**src/rtl/downwell_pkg.sv**
```systemverilog
// Shared screen geometry and motion FSM encoding for the player sprite logic.
// Latency: none (constants and types only).
// Backpressure: none (constants and types only).
package downwell_pkg;

   localparam int SCREEN_W = 160;
   localparam int SCREEN_H = 120;
   localparam int SPRITE_W = 4;
   localparam int SPRITE_H = 3;

   typedef enum logic [1:0] {
      S_IDLE  = 2'd0,
      S_HMOVE = 2'd1,
      S_VMOVE = 2'd2,
      S_READY = 2'd3
   } motion_state_t;

endpackage

```
**src/rtl/btn_sync.sv**
```systemverilog
// Two-flop synchronizer for a raw button, plus a one-cycle rising-edge pulse.
// Latency: level follows the pin after 2 clk; rise pulses 2 clk after a 0->1 change.
// Backpressure: none; the edge pulse is lost if the consumer does not take it.
module btn_sync (
   input  logic clk,
   input  logic reset,
   input  logic btn,
   output logic level,
   output logic rise
);

   logic meta;
   logic sync;
   logic sync_d;

   // Metastability filter followed by one delay stage for edge detection.
   always_ff @(posedge clk or posedge reset) begin
      if (reset) begin
         meta   <= 1'b0;
         sync   <= 1'b0;
         sync_d <= 1'b0;
      end else begin
         meta   <= btn;
         sync   <= meta;
         sync_d <= sync;
      end
   end

   assign level = sync;
   assign rise  = sync & ~sync_d;

endmodule

```
**src/rtl/player_motion.sv**
```systemverilog
// Per-frame player position update (walk, jump, gravity, floor, walls, ceiling).
// Latency: pos_valid 3 clk after frame_tick; x_out/y_out update 1 clk after ld_next.
// Backpressure: pending coords wait in S_READY for ld_next; ticks outside S_IDLE are dropped and set sticky overrun.
module player_motion
   import downwell_pkg::*;
#(
   parameter logic [7:0] X_START  = 8'd76,
   parameter logic [6:0] Y_START  = 7'd4,
   parameter logic [7:0] X_MAX    = 8'(SCREEN_W - SPRITE_W),
   parameter logic [6:0] FLOOR_Y  = 7'(SCREEN_H - SPRITE_H),
   parameter logic [7:0] X_STEP   = 8'd1,
   parameter int         JUMP_V   = 4,
   parameter int         MAX_FALL = 3,
   parameter int         GRAV_DIV = 2
) (
   input  logic       clk,
   input  logic       reset,
   input  logic       btn_left,
   input  logic       btn_right,
   input  logic       btn_jump,
   input  logic       frame_tick,
   input  logic       ld_next,
   output logic [7:0] x_out,
   output logic [6:0] y_out,
   output logic       pos_valid,
   output logic       grounded,
   output logic       overrun
);

   localparam logic signed [3:0] VY_JUMP   = 4'(0 - JUMP_V);
   localparam logic signed [3:0] VY_MAX    = 4'(MAX_FALL);
   localparam logic        [3:0] GCNT_LAST = 4'(GRAV_DIV - 1);
   localparam logic signed [8:0] FLOOR_S   = $signed({2'b00, FLOOR_Y});

   motion_state_t state_q, state_d;

   logic              left, right, jump_rise;
   logic              left_rise, right_rise;
   logic              unused_edges;
   logic              jump_req;
   logic [7:0]        x_p, x_h;
   logic [6:0]        y_p, y_n;
   logic signed [3:0] vy, vy_j, vy_n;
   logic [3:0]        gcnt, gcnt_n;
   logic              gr_j, gr_n;
   logic signed [8:0] ny;

   btn_sync u_sync_left  (.clk(clk), .reset(reset), .btn(btn_left),  .level(left),  .rise(left_rise));
   btn_sync u_sync_right (.clk(clk), .reset(reset), .btn(btn_right), .level(right), .rise(right_rise));
   btn_sync u_sync_jump  (.clk(clk), .reset(reset), .btn(btn_jump),  .level(),      .rise(jump_rise));

   // Walking only needs button levels; their edge pulses are deliberately unused.
   assign unused_edges = left_rise ^ right_rise;

   // State register.
   always_ff @(posedge clk or posedge reset) begin
      if (reset) state_q <= S_IDLE;
      else       state_q <= state_d;
   end

   // Next state: one fixed pass per accepted frame, then wait for the draw controller.
   always_comb begin
      state_d = state_q;
      case (state_q)
         S_IDLE:  if (frame_tick) state_d = S_HMOVE;
         S_HMOVE: state_d = S_VMOVE;
         S_VMOVE: state_d = S_READY;
         S_READY: if (ld_next) state_d = S_IDLE;
         default: state_d = S_IDLE;
      endcase
   end

   assign pos_valid = (state_q == S_READY);

   // Horizontal step with wall saturation; opposing buttons cancel.
   always_comb begin
      x_h = x_p;
      if (right && !left)
         x_h = (x_p >= X_MAX - X_STEP) ? X_MAX : x_p + X_STEP;
      else if (left && !right)
         x_h = (x_p <= X_STEP) ? 8'd0 : x_p - X_STEP;
   end

   // Vertical update: jump launch, then position with floor/ceiling clamps, then gravity.
   always_comb begin
      vy_j = vy;
      gr_j = grounded;
      if (jump_req && grounded) begin
         vy_j = VY_JUMP;
         gr_j = 1'b0;
      end
      ny     = $signed({2'b00, y_p}) + $signed({{5{vy_j[3]}}, vy_j});
      y_n    = y_p;
      vy_n   = vy_j;
      gr_n   = gr_j;
      gcnt_n = gcnt;
      if (ny >= FLOOR_S) begin
         y_n    = FLOOR_Y;
         vy_n   = 4'sd0;
         gr_n   = 1'b1;
         gcnt_n = 4'd0;
      end else if (ny < 9'sd0) begin
         y_n  = 7'd0;
         vy_n = 4'sd0;
      end else begin
         y_n = ny[6:0];
      end
      if (!gr_n) begin
         if (gcnt_n == GCNT_LAST) begin
            gcnt_n = 4'd0;
            if (vy_n < VY_MAX) vy_n = vy_n + 4'sd1;
         end else begin
            gcnt_n = gcnt_n + 4'd1;
         end
      end
   end

   // A jump edge is remembered until the next vertical pass consumes it.
   always_ff @(posedge clk or posedge reset) begin
      if (reset) jump_req <= 1'b0;
      else       jump_req <= jump_rise | (jump_req & (state_q != S_VMOVE));
   end

   // Any tick the FSM cannot accept is remembered until reset.
   always_ff @(posedge clk or posedge reset) begin
      if (reset)                                  overrun <= 1'b0;
      else if (frame_tick && (state_q != S_IDLE)) overrun <= 1'b1;
   end

   // Pending motion state and committed coordinates.
   always_ff @(posedge clk or posedge reset) begin
      if (reset) begin
         x_p      <= X_START;
         y_p      <= Y_START;
         vy       <= 4'sd0;
         gcnt     <= 4'd0;
         grounded <= 1'b0;
         x_out    <= X_START;
         y_out    <= Y_START;
      end else begin
         case (state_q)
            S_HMOVE: x_p <= x_h;
            S_VMOVE: begin
               y_p      <= y_n;
               vy       <= vy_n;
               gcnt     <= gcnt_n;
               grounded <= gr_n;
            end
            S_READY: if (ld_next) begin
               x_out <= x_p;
               y_out <= y_p;
            end
            default: ;
         endcase
      end
   end

endmodule
```
**config.mk**
```make
export PLATFORM = sky130hd
export DESIGN_NAME = player_motion
export DESIGN_NICKNAME = d
export VERILOG_FILES = /design/src/rtl/downwell_pkg.sv /design/src/rtl/btn_sync.sv /design/src/rtl/player_motion.sv
export SDC_FILE = /design/constraint.sdc
export NUM_CORES = 1
export LEC_CHECK = 0
export CORE_UTILIZATION = 40
export DETAILED_ROUTE_END_ITERATION = 12
export GPL_ROUTABILITY_DRIVEN = 0
export PLACE_DENSITY = 0.64
export SETUP_SLACK_MARGIN = 0.5
export SYNTH_ARGS = -nofsm -noshare
export SYNTH_HDL_FRONTEND = slang
export SYNTH_SLANG_ARGS = --single-unit
```
**constraint.sdc**
```tcl
create_clock -name clk -period 4.1 [get_ports clk]
set_input_delay 0.82 -clock clk [delete_from_list [all_inputs] [get_ports clk]]
set_output_delay 0.82 -clock clk [all_outputs]
set_load 0.02 [all_outputs]
```
==> metrics.txt <==
die outline area=7770 um2; max-slew headroom at the worst pin=0.310; Max clock buf depth=2; hold path start=u_sync_jump.meta; net switching share of the total power=0.408; power density cells=600 nW/um2; first-iteration detailed-routing DRC count=108; count of TritonRoute iterations in the first routing pass=4; Placeable Area=7210 um2; post-layout minimum cycle time=3.45 ns; master cell of the clock root buffer=clkbuf_8; Setup CP Type=reg2reg; end of the worst register-to-register path=vy[2]; Final Hold Vio Count=0; min-delay worst type=reg2reg; yosys synthesis warning count=0; final wirelength=6.38 mm; wire length of the first global-routing pass=10.7 mm; overall power after layout=0.00213 W; htree depth=2; average wire length per cell after detail routing=14.5 um; part of the total power dissipated in the clock network=0.131; net count of the mapped netlist=337; flip-flop and latch count after synthesis=50; initial standard-cell utilization of the core=0.412; reg2reg start=jump_req; depth of the worst register-to-register path=15; DP HPWL=4.40 mm; fmax=0.290 GHz; Avg Synthesized Cell Area=9.58 um2; final-layout setup total negative slack=0 ns; main area contributors after synthesis=dfrtp_1 35%, ha_1 8.0%, dfstp_2 7.1%; Hold Path Depth=0; number of sinks driven by the clock tree=50; share of Yosys cell area claimed by the top area cell type=0.354; net count of the finished layout=366; share of cells above drive strength 1=0.200; result of the run=finished clean; portion of total power attributed to combinational logic=0.496; die boundary width=88.2 um; site row count=31; number of pins with negative max-slew slack in the final report=0; Final Instance Count excl. Fillers=439; mapped cell area=2970 um2; initial antenna violation count=0; startpoint types=flip-flop; most numerous cell types in the synthesized netlist=42 x dfrtp_1, 30 x nand2_1, 26 x o21ai_0, 24 x inv_1, 19 x ha_1; all-layer global routing usage=0.177; number of enable-type register cells in the synthesized netlist=0; clock insertion delay at the later pin of the skew report=0.30 ns; cell count after placement=423; count of hold-fix buffers inserted at cts=0; required time of the worst setup path=4.26 ns; via count of the first global-routing pass=2317; cell taking the most area after synthesis=dfrtp_1; count of maximum capacitance violations=0; launching element of the worst setup path=jump_req; net switching power=0.000871 W; clock tree from TritonCTS=yes; arrival time worst endpoint=3.61 ns; number of nets still failing antenna checks after routing=0; clock slew at the register clock pins of the worst setup and hold paths=0.09 ns; cell count after synthesis=310; number of DRC violations after detailed routing=0; boundary pin count=25; leakage power=1.52 nW; maximum fanout count along the critical path=6; fraction of registers with async set/reset=1.00; most used flip-flop cell after synthesis=dfrtp_1; sequential cell area fraction in the yosys report=0.425; minimum setup slack after placement=0.309 ns; Peak VDD IR=0.000191 V; Ant. Diodes=0; sink of the worst hold path=u_sync_jump.level; final setup violation count=0; Layout Area Growth over Synthesis=19.9%; total of buffers placed on input and output ports=24; ratio of final minimum period to clock period=0.841; part of the total power dissipated in sequential elements=0.373; clock buffers created by TritonCTS=5; Worst Setup End Kind=flip-flop; overflow left after global routing=0; via count=2419; most instantiated library cell after synthesis=dfrtp_1; synth unique cells=61; Internal Pwr Total=0.00126 W; pin count of the biggest net entering global routing=34; Reg2Reg Setup Slack=0.65 ns; unrepaired setup endpoints after global routing=false; via count normalized by instance count=5.51; final critical-path setup slack=0.651 ns; final clock skew=0.00672 ns; die extent in y=88.2 um; transition at the pin with the smallest max-transition slack=1.02 ns
==> critical path, stage by stage, from the launching register on <==
cell and delay, ns:
dfrtp_2 0.47, nand2_1 0.11, and2_4 0.17, ha_4 0.15, fa_2 0.46, nor2_4 0.13
o2bb2ai_1 0.08, a221o_1 0.33, o2111ai_2 0.21, nand2_2 0.13, nor3_4 0.19, ha_2 0.22
a31oi_1 0.13, a32o_1 0.27, a22oi_2 0.14, o221ai_2 0.12
==> registers in the layout, indices dropped and copies added, names as in the netlist <==
| name | cells |
|---|---|
| u_sync_jump.level | 1 |
| x_out | 8 |
| gcnt | 4 |
| overrun | 1 |
| u_sync_jump.sync_d | 1 |
| y_p | 7 |
| u_sync_left.meta | 1 |
| x_p | 8 |
| u_sync_jump.meta | 1 |
| u_sync_right.meta | 1 |
| state_q | 2 |
| grounded | 1 |
| u_sync_left.level | 1 |
| u_sync_right.level | 1 |
| jump_req | 1 |
| vy | 4 |
| y_out | 7 |
==> placed cells by master, fill, tap and decap left out, types with 8 or more instances in the layout <==
| cell type | instances |
|---|---|
| dfrtp_1 | 40 |
| nand2_1 | 28 |
| o21ai_0 | 25 |
| clkdlybuf4s50_1 | 24 |
| inv_1 | 20 |
| a21oi_1 | 15 |
| nor2_1 | 13 |
| ha_1 | 13 |
| nand3_1 | 12 |
| mux2_2 | 10 |
| buf_4 | 9 |
| dfstp_2 | 8 |
==> through the flow <==
stage	area, um2	utilization	hold slack, ns
after floorplan	2980	-	0.331
after global placement	3300	0.458	0.331
after detailed placement	3300	0.458	0.346
after CTS	3440	0.477	0.362
after global routing	3560	0.493	0.361
final	3560	0.493	0.349
==> power by group through the flow <==
stage | Clock (W) | Sequential (W) | Combinational (W)
finish | 0.000280 | 0.000796 | 0.00106
global route | 0.000310 | 0.000821 | 0.00118
CTS | 0.000292 | 0.000788 | 0.000998
detailed placement | 0 | 0.000799 | 0.000961
global placement | 0 | 0.000795 | 0.000952
floorplan | 0 | 0.000816 | 0.000663
==> logic make-up (layout without fill, tap and decap cells) <==
logic type | Yosys count | count (layout) | share of synthesized area
AOI/OAI and AO/OA | 94 | 94 | 0.224
buffers and inverters | 36 | 66 | 0.0472
muxes | 12 | 12 | 0.0447
and+or+nand+nor | 91 | 91 | 0.152
xor gates and xnor gates | 7 | 7 | 0.0206
adders and majority gates | 20 | 20 | 0.0868
DFF | 50 | 50 | 0.425
==> cell type report <==
type	instances	area, um2
Tap cell	99	124
Timing Repair Buffer	34	319
Clock buffer	8	80.1
Fill cell	672	3650
Inverter	24	90.1
Multi-Input combinational cell	224	1680
Sequential cell	50	1260
==> how the worst max path moves through the flow <==
stage	to	slack (ns)	depth (start not counted)
3_5_place_dp	vy[0]	0.31	18
2_1_floorplan	vy[0]	0.50	20
4_1_cts	vy[0]	0.49	19
3_3_place_gp	vy[0]	0.29	18
6_report	vy[2]	0.65	15
5_1_grt	vy[2]	0.49	19
==> layer usage <==
| layer | global-route usage | share of wire | vias to the layer above |
|---|---|---|---|
| li1 | - | - | 1176 |
| met1 | 0.231 | 0.47 | 1164 |
| met2 | 0.282 | 0.47 | 66 |
| met3 | 0.0396 | 0.040 | 13 |
| met4 | 0.0762 | 0.019 | 0 |
| met5 | 0 | 0 | - |
==> repair_timing <==
| item | 4_1_cts | 5_1_grt |
|---|---|---|
| pin swaps | 3 | 8 |
| hold endpoints to repair | 0 | 0 |
| endpoints found under the setup margin | 3 | 3 |
| setup buffers | 4 | 4 |
| gates resized for setup | 9 | 19 |
No activity file was read; power rests on OpenSTA's default activity.
==> RTL change, RTL diff (same settings) <==
Encoding of `motion_state_t`: now one-hot (4 bits for 4 states).
--- a/src/rtl/downwell_pkg.sv
+++ b/src/rtl/downwell_pkg.sv
@@ -9,9 +9,9 @@
    localparam int SPRITE_H = 3;
 
-   typedef enum logic [1:0] {
-      S_IDLE  = 2'd0,
-      S_HMOVE = 2'd1,
-      S_VMOVE = 2'd2,
-      S_READY = 2'd3
+   typedef enum logic [3:0] {
+      S_IDLE  = 4'b0001,
+      S_HMOVE = 4'b0010,
+      S_VMOVE = 4'b0100,
+      S_READY = 4'b1000
    } motion_state_t;
 
Function: same outputs for any inputs over 10 cycles, from zero or initial values and one cycle with reset high; not proved beyond that.
==> RTL change against the original RTL <==
  * Cell area is 7.8% higher
  * Area after synthesis is 3.1% higher
  * Sequential cell count increased by 2
  * Via count is 3.6% higher
  * Largest cell class unchanged
  * Wire length is 7.2% higher
  * Worst setup slack got worse by 0.080 ns
  * Die area increased by 3.0%
Power is not compared: it rests on default switching activity, and its combinational part moved more than twofold at a synthesized area within 25%.
==> RTL change: results (changes against the original RTL) <==
Slowest Stage Delay on Critical Path=0.44 ns (-0.03 ns); met2 wire length=3110 um (+2.8%); Final Skew=0.0128 ns (+0.00612 ns); Hold Path Origin=u_sync_left.meta; outcome=finished clean; Filler cells=633 (-5.8%); gr usage total=17.9% (+0.20 points); GR Layer Usage met3=3.51% (-0.45 points); prevailing post-synth register cell=dfrtp_1; antenna cells=0 (unchanged); Post-Place Cells=433 (+2.4%); H-tree depth=2 (unchanged); wire length of the first global-routing pass=10,900 um (+2.0%); final instance area=3840 um^2 (+7.8%); post-CTS setup buffer count=8 (+4); Reg2Reg Setup Slack=0.57 ns (-0.08 ns); hold_ws=0.356 ns (+0.00642 ns); top cells by area, synth=dfrtp_1 35%, dfstp_2 7.7%, ha_1 6.1%; WP data arrival=3.75 ns (+0.14 ns); GR Layer Usage met2=26.4% (-1.8 points); DP Worst Slack=0.281 ns (-0.0271 ns); Iter 0 DRT Violations=158 (+46%); vias per cell=5.51 (about the same); crit path to=vy[2]; largest net degree at the start of global routing=36 (+5.9%); Mapped Cells=320 (+3.2%); fin nets=378 (+3.3%); wl on met1=3350 um (+13%); vias in the first global route=2,271 (-2.0%); library cells used by synthesis=54 (-11%); FFs w/ async S/R, synth=100% (unchanged); Worst VDD drop=0.000246 V; Syn. warnings=0 (unchanged); via count=2,505 (+3.6%); cell depth of the worst flop-to-flop path=19 (+4); worst slew pin tran=1.05 ns (+0.0230 ns); Net Count, Synth=343 (+1.8%); Final HPWL DP=4520 um (+2.6%); top cells by count, synth=43 x dfrtp_1, 34 x nand2_1, 23 x nor2_1, 20 x a21oi_1, 19 x o21ai_0; total wire length=6840 um (+7.2%); routed wl met3=258 um (+0.39%); hold path endpoint=u_sync_left.level; CTS resizes=6 (-3); layout cells sized above 1=25.0% (+5.0 points); met1 usage=26.3% (+3.2 points); initial antenna violation count=0 (unchanged); sequential share of the synthesized area=42.9% (+0.41 points); worst-path fanout max=4 (-2); worst skew pair latency=0.30 ns (about the same); placed cell areas=3470 um^2 (+5.0%)
RTL change: final cells by class:
| cell class | count | area share, % |
|---|---|---|
| well taps | 99 | 3.23 |
| flip-flops and latches | 52 | 34.3 |
| multi-input cells | 240 | 48.5 |
| clock inverters | 3 | 1.11 |
| inverters | 16 | 1.69 |
| repair buffers | 40 | 9.39 |
| clock buffers | 5 | 1.79 |
RTL change: critical path: cells and delay by family, from the launching register on:
family                     cells  cell delay [ns]
AOI/OAI and AO/OA              4             0.55
muxes                          1             0.32
and+or+nand+nor               10             1.22
adders and majority gates      4             0.93
DFF                            1             0.44
RTL change: cell families (layout without fill, tap and decap cells):
family	after synthesis	in the layout	synth area share (%)
flops	52	52	42.9
mux	13	13	4.78
fa+ha+maj	16	16	6.79
buf+inv	28	64	3.43
xor+xnor	6	6	1.96
compound gates	85	85	18.9
simple gates	120	120	21.2
